## src/rtl/cpu_controller.sv

```systemverilog
// cpu_controller: Moore control FSM for the 16-bit CPU datapath.
// Sequences fetch / PC increment / decode / execute and drives every
// datapath control from the current state and IR. Controls are registered:
// each edge loads the control word belonging to the state being entered, so
// the outputs are clean flops that change only on clock edges.
module cpu_controller (
    input  logic        clk,
    input  logic        reset,
    input  logic [15:0] IR,
    output logic [2:0]  writenum,
    output logic [2:0]  readnum,
    output logic        write,
    output logic        loada,
    output logic        loadb,
    output logic        loadc,
    output logic        loads,
    output logic        loadir,
    output logic        asel,
    output logic        bsel,
    output logic        msel,
    output logic        mwrite,
    output logic [3:0]  vsel,
    output logic [1:0]  shift,
    output logic [1:0]  ALUop,
    output logic        incp,
    output logic        execb,
    output logic        tsel,
    output logic [2:0]  cond,
    output logic [15:0] sximm5,
    output logic [15:0] sximm8,
    output logic        halted
);

    typedef enum logic [4:0] {
        S_RST, S_IF1, S_IF2, S_UPDPC, S_DECODE,
        S_WIMM, S_GETA, S_GETB, S_EXEC, S_WRD,
        S_ADDR, S_MEM1, S_MEM2, S_GETBD, S_MEMW,
        S_BR, S_BL, S_BXJ, S_BLXJ, S_HALT
    } state_t;

    typedef struct packed {
        logic [2:0] writenum;
        logic [2:0] readnum;
        logic       write;
        logic       loada;
        logic       loadb;
        logic       loadc;
        logic       loads;
        logic       loadir;
        logic       asel;
        logic       bsel;
        logic       msel;
        logic       mwrite;
        logic [3:0] vsel;
        logic [1:0] shift;
        logic [1:0] alu_op;
        logic       incp;
        logic       execb;
        logic       tsel;
        logic [2:0] cond;
        logic       halted;
    } ctl_t;

    // Write-back selects (one-hot)
    localparam logic [3:0] VSEL_MDATA = 4'b1000;
    localparam logic [3:0] VSEL_IMM8  = 4'b0100;
    localparam logic [3:0] VSEL_PC    = 4'b0010;
    localparam logic [3:0] VSEL_C     = 4'b0001;

    // {opcode, op} encodings
    localparam logic [4:0] I_MOVI = 5'b110_10;
    localparam logic [4:0] I_MOVR = 5'b110_00;
    localparam logic [4:0] I_ADD  = 5'b101_00;
    localparam logic [4:0] I_CMP  = 5'b101_01;
    localparam logic [4:0] I_AND  = 5'b101_10;
    localparam logic [4:0] I_MVN  = 5'b101_11;
    localparam logic [4:0] I_LDR  = 5'b011_00;
    localparam logic [4:0] I_STR  = 5'b100_00;
    localparam logic [4:0] I_B    = 5'b001_00;
    localparam logic [4:0] I_BL   = 5'b010_11;
    localparam logic [4:0] I_BX   = 5'b010_00;
    localparam logic [4:0] I_BLX  = 5'b010_10;

    state_t     state, nxt;
    ctl_t       ctl_q;
    logic [4:0] opc;

    assign opc    = IR[15:11];
    assign sximm5 = {{11{IR[4]}}, IR[4:0]};
    assign sximm8 = {{8{IR[7]}}, IR[7:0]};

    // Control word for a given state; fields default to 0.
    function automatic ctl_t ctl_for(input state_t s, input logic [15:0] ir);
        ctl_t c;
        c = '0;
        case (s)
            S_IF1:    c.msel = 1'b0;
            S_IF2:    begin c.msel = 1'b0; c.loadir = 1'b1; end
            S_UPDPC:  c.incp = 1'b1;
            S_WIMM:   begin c.writenum = ir[10:8]; c.vsel = VSEL_IMM8; c.write = 1'b1; end
            S_GETA: begin
                // BX/BLX take their target register from the Rd field
                c.readnum = (ir[15:13] == 3'b010) ? ir[7:5] : ir[10:8];
                c.loada   = 1'b1;
            end
            S_GETB:   begin c.readnum = ir[2:0]; c.loadb = 1'b1; end
            S_EXEC: begin
                c.shift  = ir[4:3];
                c.alu_op = ir[12:11];
                if (ir[15:11] == I_CMP) c.loads = 1'b1;
                else                    c.loadc = 1'b1;
                // MOV Rd,Rm passes B through an ADD with A forced to zero
                if (ir[15:11] == I_MOVR) c.asel = 1'b1;
            end
            S_WRD:    begin c.writenum = ir[7:5]; c.vsel = VSEL_C; c.write = 1'b1; end
            S_ADDR:   begin c.bsel = 1'b1; c.alu_op = 2'b00; c.loadc = 1'b1; end
            S_MEM1:   c.msel = 1'b1;
            S_MEM2: begin
                c.msel = 1'b1; c.writenum = ir[7:5]; c.vsel = VSEL_MDATA; c.write = 1'b1;
            end
            S_GETBD:  begin c.readnum = ir[7:5]; c.loadb = 1'b1; end
            S_MEMW:   begin c.msel = 1'b1; c.mwrite = 1'b1; end
            S_BR:     begin c.execb = 1'b1; c.cond = ir[10:8]; c.tsel = 1'b1; end
            S_BL: begin
                // link and branch in the same cycle; R7 gets the incremented PC
                c.writenum = 3'd7; c.vsel = VSEL_PC; c.write = 1'b1;
                c.execb = 1'b1; c.cond = 3'b000; c.tsel = 1'b1;
            end
            S_BXJ:    begin c.execb = 1'b1; c.cond = 3'b000; c.tsel = 1'b0; end
            S_BLXJ: begin
                c.writenum = 3'd7; c.vsel = VSEL_PC; c.write = 1'b1;
                c.execb = 1'b1; c.cond = 3'b000; c.tsel = 1'b0;
            end
            S_HALT:   c.halted = 1'b1;
            default:  c = '0;
        endcase
        return c;
    endfunction

    // Next-state sequencing; every instruction path returns to IF1
    always_comb begin
        nxt = state;
        case (state)
            S_RST:    nxt = S_IF1;
            S_IF1:    nxt = S_IF2;
            S_IF2:    nxt = S_UPDPC;
            S_UPDPC:  nxt = S_DECODE;
            S_DECODE: begin
                case (opc)
                    I_MOVI:                         nxt = S_WIMM;
                    I_MOVR, I_MVN:                  nxt = S_GETB;
                    I_ADD, I_AND, I_CMP:            nxt = S_GETA;
                    I_LDR, I_STR:                   nxt = S_GETA;
                    I_BX, I_BLX:                    nxt = S_GETA;
                    I_B:                            nxt = S_BR;
                    I_BL:                           nxt = S_BL;
                    default:                        nxt = S_HALT;
                endcase
            end
            S_GETA: begin
                if (opc == I_LDR || opc == I_STR) nxt = S_ADDR;
                else if (opc == I_BX)             nxt = S_BXJ;
                else if (opc == I_BLX)            nxt = S_BLXJ;
                else                              nxt = S_GETB;
            end
            S_GETB:   nxt = S_EXEC;
            S_EXEC:   nxt = (opc == I_CMP) ? S_IF1 : S_WRD;
            S_WRD:    nxt = S_IF1;
            S_WIMM:   nxt = S_IF1;
            S_ADDR:   nxt = (opc == I_LDR) ? S_MEM1 : S_GETBD;
            S_MEM1:   nxt = S_MEM2;
            S_MEM2:   nxt = S_IF1;
            S_GETBD:  nxt = S_MEMW;
            S_MEMW:   nxt = S_IF1;
            S_BR, S_BL, S_BXJ, S_BLXJ: nxt = S_IF1;
            S_HALT:   nxt = S_HALT;
            default:  nxt = S_HALT;
        endcase
    end

    // State and registered control word; reset wins over every state
    always_ff @(posedge clk) begin
        if (reset) begin
            state <= S_RST;
            ctl_q <= '0;
        end else begin
            state <= nxt;
            ctl_q <= ctl_for(nxt, IR);
        end
    end

    assign writenum = ctl_q.writenum;
    assign readnum  = ctl_q.readnum;
    assign write    = ctl_q.write;
    assign loada    = ctl_q.loada;
    assign loadb    = ctl_q.loadb;
    assign loadc    = ctl_q.loadc;
    assign loads    = ctl_q.loads;
    assign loadir   = ctl_q.loadir;
    assign asel     = ctl_q.asel;
    assign bsel     = ctl_q.bsel;
    assign msel     = ctl_q.msel;
    assign mwrite   = ctl_q.mwrite;
    assign vsel     = ctl_q.vsel;
    assign shift    = ctl_q.shift;
    assign ALUop    = ctl_q.alu_op;
    assign incp     = ctl_q.incp;
    assign execb    = ctl_q.execb;
    assign tsel     = ctl_q.tsel;
    assign cond     = ctl_q.cond;
    assign halted   = ctl_q.halted;

endmodule

```

## config.mk

```make
export PLATFORM = sky130hd
export DESIGN_NAME = cpu_controller
export DESIGN_NICKNAME = d
export VERILOG_FILES = /design/src/rtl/cpu_controller.sv
export SDC_FILE = /design/constraint.sdc
export NUM_CORES = 1
export LEC_CHECK = 0
export CAP_MARGIN = 25
export CORE_UTILIZATION = 40
export CTS_CLUSTER_DIAMETER = 40
export CTS_CLUSTER_SIZE = 8
export DETAILED_ROUTE_END_ITERATION = 8
export GPL_TIMING_DRIVEN = 0
export PLACE_DENSITY_LB_ADDON = 0.1
export SLEW_MARGIN = 20
export SYNTH_ARGS = -nofsm -noshare
export SYNTH_HDL_FRONTEND = slang
export SYNTH_SLANG_ARGS = --single-unit
```

## constraint.sdc

```tcl
create_clock -name clk -period 2.5 [get_ports clk]
set_input_delay 0.375 -clock clk [delete_from_list [all_inputs] [get_ports clk]]
set_output_delay 0.375 -clock clk [all_outputs]
set_load 0.03 [all_outputs]
```

Yosys cells after proc, flatten, opt, wreduce, memory -nomap -nowiden. Memory sizes are Yosys's and may differ from the RTL's. Cells that the tools add are included.

Bits in registers: 36. Memory bits (read-only): 160. Input bits: 18. Output and inout port bits: 63. Logic and storage cells: 99. Memories kept: 1.

Memories: (name not given) (depth 32, width 5, read ports 1, clocked after Yosys merged registers in 0, write ports 0, RTL line 149) `case (opc)`.

Equal/unequal tests: 42. Mux-type cells: 24. Bitwise logic cells: 1. Reduce and logical (&&, ||, !) cells: 10.

Operators by type and width (number): 5-bit by 4-bit == test with 1-bit output, second input constant (19); 5-bit case mux with 11 select lines (1); 5-bit == test, second input constant (10); 5-bit by 3-bit == test with 1-bit output, second input constant (7); 5-bit by 2-bit == test with 1-bit output, second input constant (4); 3-bit case mux with 3 select lines (2); 4-bit case mux with 4 select lines (1); 5-bit two-way mux (3); 5-bit case mux with 3 select lines (1); 1-bit two-way mux (12); 2-bit OR reduction (5); 9-bit OR reduction (1); 3-bit two-way mux (2); 5-bit by 1-bit == test with 1-bit output, second input constant (1); 5-bit zero test (1); 5-bit OR reduction (1); 4-bit two-way mux (1); 3-bit by 2-bit == test with 1-bit output, second input constant (1); 3-bit OR reduction (1); 1-bit case mux with 2 select lines (1); 1-bit logical OR (1); 1-bit inverter (1).

Depth between registers and ports, before layout.
Depth after elaboration: 8. Depth in mapped cells: 9. Depth with buffers taken out: 8.

Worst setup path after synthesis. No wires, ideal clock.

Path kind: input -> register. From: input port IR[15]. To: register ctl_q, in the netlist loadb. Library setup time: 127 ps. Arrival: 2132 ps. Required time: 2373 ps. Slack: 241 ps. Stages: 8. Buffers on the path: 1. Path through: or3b_1 > buf_2 > or3_1 > a32o_1 > or3b_1 > and4bb_4 > nor2_1 > nor2_1.

Longest elaborated chain between the ends: 8. Elaborated cells between the ends (all ways): 17. Classes of those cells: eq/ne (7); mux (7); reduce/logical (2); memory (1).

Ends and longest elaborated chain: from (decl) (RTL line 9) `input logic [15:0] IR,`; parallel branches: the longest is 4 deep, another holds memory 32 x 5 bit; 5-bit case mux with 11 select lines * (RTL line 143) `case (state)`; 5-bit by 4-bit == test with 1-bit output or 5-bit by 3-bit == test with 1-bit output (tied branches) (RTL line 96) `case (s)`; 2-bit OR reduction (no source line) *; 1-bit two-way mux * (RTL line 96); to (signal assigned) (RTL line 188) `ctl_q <= ctl_for(nxt, IR);`; to (decl) (RTL line 85) `ctl_t ctl_q;`.

Mark *: on every way between the ends. A chain may end at the register's enable or synchronous reset.

Worst setup path in the final report.
From: input port IR[7]. To: output port sximm8[9].

RTL lines: to (decl) (RTL line 30) `output logic [15:0] sximm8,`.

No word-level cell between the ends.

==> flow_summary.json <==
{
  "crit_start": "IR[7]",
  "cts-root-buf": "clkbuf_8",
  "clk-insertion-delay-late_ns": 0.29,
  "path_buf_inv": 3,
  "holdCritStartpoint": "IR[12]",
  "grt_pass1_vias": 1653,
  "skew_ns": 0.00610,
  "start_util_pct": 41.4,
  "hold_violations": 0,
  "synth_area_per_cell_um2": 8.72,
  "tightest_slew_ns": 0.519,
  "tns_ns": 0,
  "clkTransAtPathRegs_ns": 0.07,
  "syn-num-nets": 259,
  "ys_warn_count": 0,
  "seq_area_frac_synth_pct": 34.3,
  "syn_area_um2": 2100,
  "cts_buffers": 5,
  "async_flop_share_pct": 0,
  "grt_pass1_wl_mm": 7.67,
  "grt_max_degree": 15,
  "crit_family": "buffers and inverters",
  "worst_slack_ns": 0.165,
  "ir_drop_mv": 0.228,
  "cp_data_arrival_time_ns": 1.96,
  "fin_hold_ws_ns": 0.582,
  "layout-drive-gt1-share_pct": 27.5,
  "synth_cells": 241,
  "clock-sinks": 36,
  "status": "complete, no violations",
  "antenna_found_initial": 0,
  "synth_seq_cells": 36,
  "cts_hold_buf": 0,
  "wl_per_cell_um": 12.6,
  "slew_headroom_pct": 65.2,
  "cpPeakStageDelay_ns": 0.74,
  "core_um2": 5070,
  "synthFlopType": "dfxtp_1",
  "htreeDepth": 2,
  "synth_area_leaders": "dfxtp_1 (34%), buf_4 (12%), nand2_1 (3.6%), and2_1 (3.3%), nor2b_1 (3.3%)",
  "wirelength_mm": 5.15,
  "vias": 1993,
  "setup_viol": 0,
  "insertedDiodeCount": 0,
  "min_period_over_period_pct": 93.4,
  "crit_slowest_cell": "clkdlybuf4s50_1",
  "drv_slew": 0,
  "route.detailed.drc": 0,
  "path_class": "primary input to primary output",
  "hp-class": "primary input to flop",
  "dp_hpwl_mm": 3.67,
  "rrSetupSlack_ns": 0.17,
  "cp_max_fo": 12,
  "drtIter0Drc": 102,
  "fmax_mhz": 428,
  "clockBufferDepth": 2,
  "pre_cts_ws_ns": -0.511,
  "crit_path_start_kind": "primary input",
  "dieHeight_um": 74.5,
  "boundaryPins": 81,
  "pwr_density_cell_nw_per_um2": 468,
  "rsz0062_at_grt": "no",
  "reg2reg_from": "state[1]",
  "crit_required_ns": 2.12,
  "synthDistinctLibCells": 55,
  "synth_top_area_cell": "dfxtp_1",
  "cts_tree": "built",
  "track_usage_pct": 18.0,
  "syn_to_final_growth_pct": 57.8,
  "synth_edf_count": 0,
  "place.gp.congestion": 0.861,
  "synth_top_area_share_pct": 34.3,
  "min_period_ns": 2.33,
  "grt_overflow": 0,
  "routed_via_density": 4.88,
  "path_cells": "clkdlybuf4s50_1, buf_4, clkdlybuf4s50_1",
  "cp_common_cell": "clkdlybuf4s50_1",
  "die_x_um": 74.5,
  "numPortBuffers": 80,
  "nets": 356,
  "detail-route-antenna-nets": 0,
  "maxCapViolCount": 0,
  "endpoint_kind": "primary output",
  "p_leak_nw": 1.36,
  "die_area_um2": 5550,
  "drtPass1Iterations": 7,
  "rows": 26
}
-- cell type report --
class                   instances  area (um^2)
plain buffers                  45          328
multi-input cells             157         1180
inverters                       3         11.3
clock buffers                   7         96.3
fillers                       466         1760
well taps                      70         87.6
flip-flops and latches         36          721
repair buffers                 90          892
-- power by group --
part / internal, W / switching (W) / leakage [nW] / total (W)
sequential: 0.000588 / 0.00000814 / 0.291 / 0.000596
combinational: 0.000249 / 0.000267 / 1.02 / 0.000516
clock: 0.000245 / 0.000196 / 0.0503 / 0.000442
total: 0.00108 / 0.000471 / 1.36 / 0.00155
-- state kept, by name, indices dropped and copies added (netlist names), 2 cells and up --
register	count
vsel	4
writenum	3
shift	2
ALUop	2
readnum	3
state	5
cond	3
-- per-layer routing --
layer	up-vias	share of wire, %	GRT usage [%]
met1	915	45	24.5
met4	0	1.5	6.50
met3	8	4.3	3.79
met5	-	0	0
li1	1007	-	-
met2	63	49	28.0
-- placed cells by master (no fill, tap or decap), types with 2 or more instances in the layout --
master,instances
nand2_1,18
clkbuf_1,3
xor2_1,3
nand2_2,3
or3b_4,2
nor2b_2,2
nor4_4,2
nor4b_4,2
clkbuf_8,7
a31oi_1,5
inv_1,3
a21oi_1,11
dfxtp_1,36
nand2b_1,3
and3_1,4
nor2_1,13
nand4b_1,2
nor3b_1,2
dlymetal6s2s_1,4
a21o_1,2
and2_1,11
buf_4,42
and4b_1,2
nor2_2,2
buf_2,4
mux2_2,3
and3b_1,3
a21boi_1,2
buf_6,5
clkdlybuf4s50_1,75
nand3b_1,2
o21ai_0,6
nor3_1,7
a32oi_2,3
nor2b_1,9
-- repair_timing --
item / in CTS / in global routing
gates resized for setup: 9 / 30
endpoints found under the setup margin: 23 / 27
endpoints found under the hold margin: 0 / 0
setup buffers: 4 / 6
pin swaps: 4 / 12
-- worst register-to-register path, stage by stage (launching register included) --
cell and delay, ns:
dfxtp_1 0.31, buf_2 0.19, nor3b_2 0.33, and3b_1 0.33, o21ai_1 0.20, a211oi_4 0.33, and4b_2 0.34, nand2_1 0.07
a31oi_1 0.16
-- path summary, 6_finish.rpt --
check	to	cells past startpoint
min	ALUop[1]	3
max	sximm8[9]	3
min reg2reg	vsel[3]	2
max reg2reg	writenum[1]	8
-- synthesized netlist by cell type, types with 4 or more instances --
master	count
dfxtp_1	36
buf_4	33
nand2_1	20
nor2_1	15
a21oi_1	11
and2_1	11
nor2b_1	11
buf_2	9
nor3_1	7
o21ai_0	6
a31oi_1	5
a32oi_1	4
and3_1	4
-- through the flow --
step	instances	util, %	total power, W	instance area [um^2]
global route	408	65.3	0.00161	3320
CTS	402	62.0	0.00151	3140
detailed placement	391	58.9	0.00104	2990
finish	408	65.3	0.00155	3320
floorplan	241	-	0.000899	2100
global placement	391	58.9	0.00104	2990
-- cell families after synthesis --
family	Yosys count	share of synthesized area, %
flops	36	34.3
mux	4	2.08
compound gates	44	15.2
xor+xnor	4	1.67
buf+inv	48	15.0
simple gates	105	31.7
No activity file was read; power rests on OpenSTA's default activity.
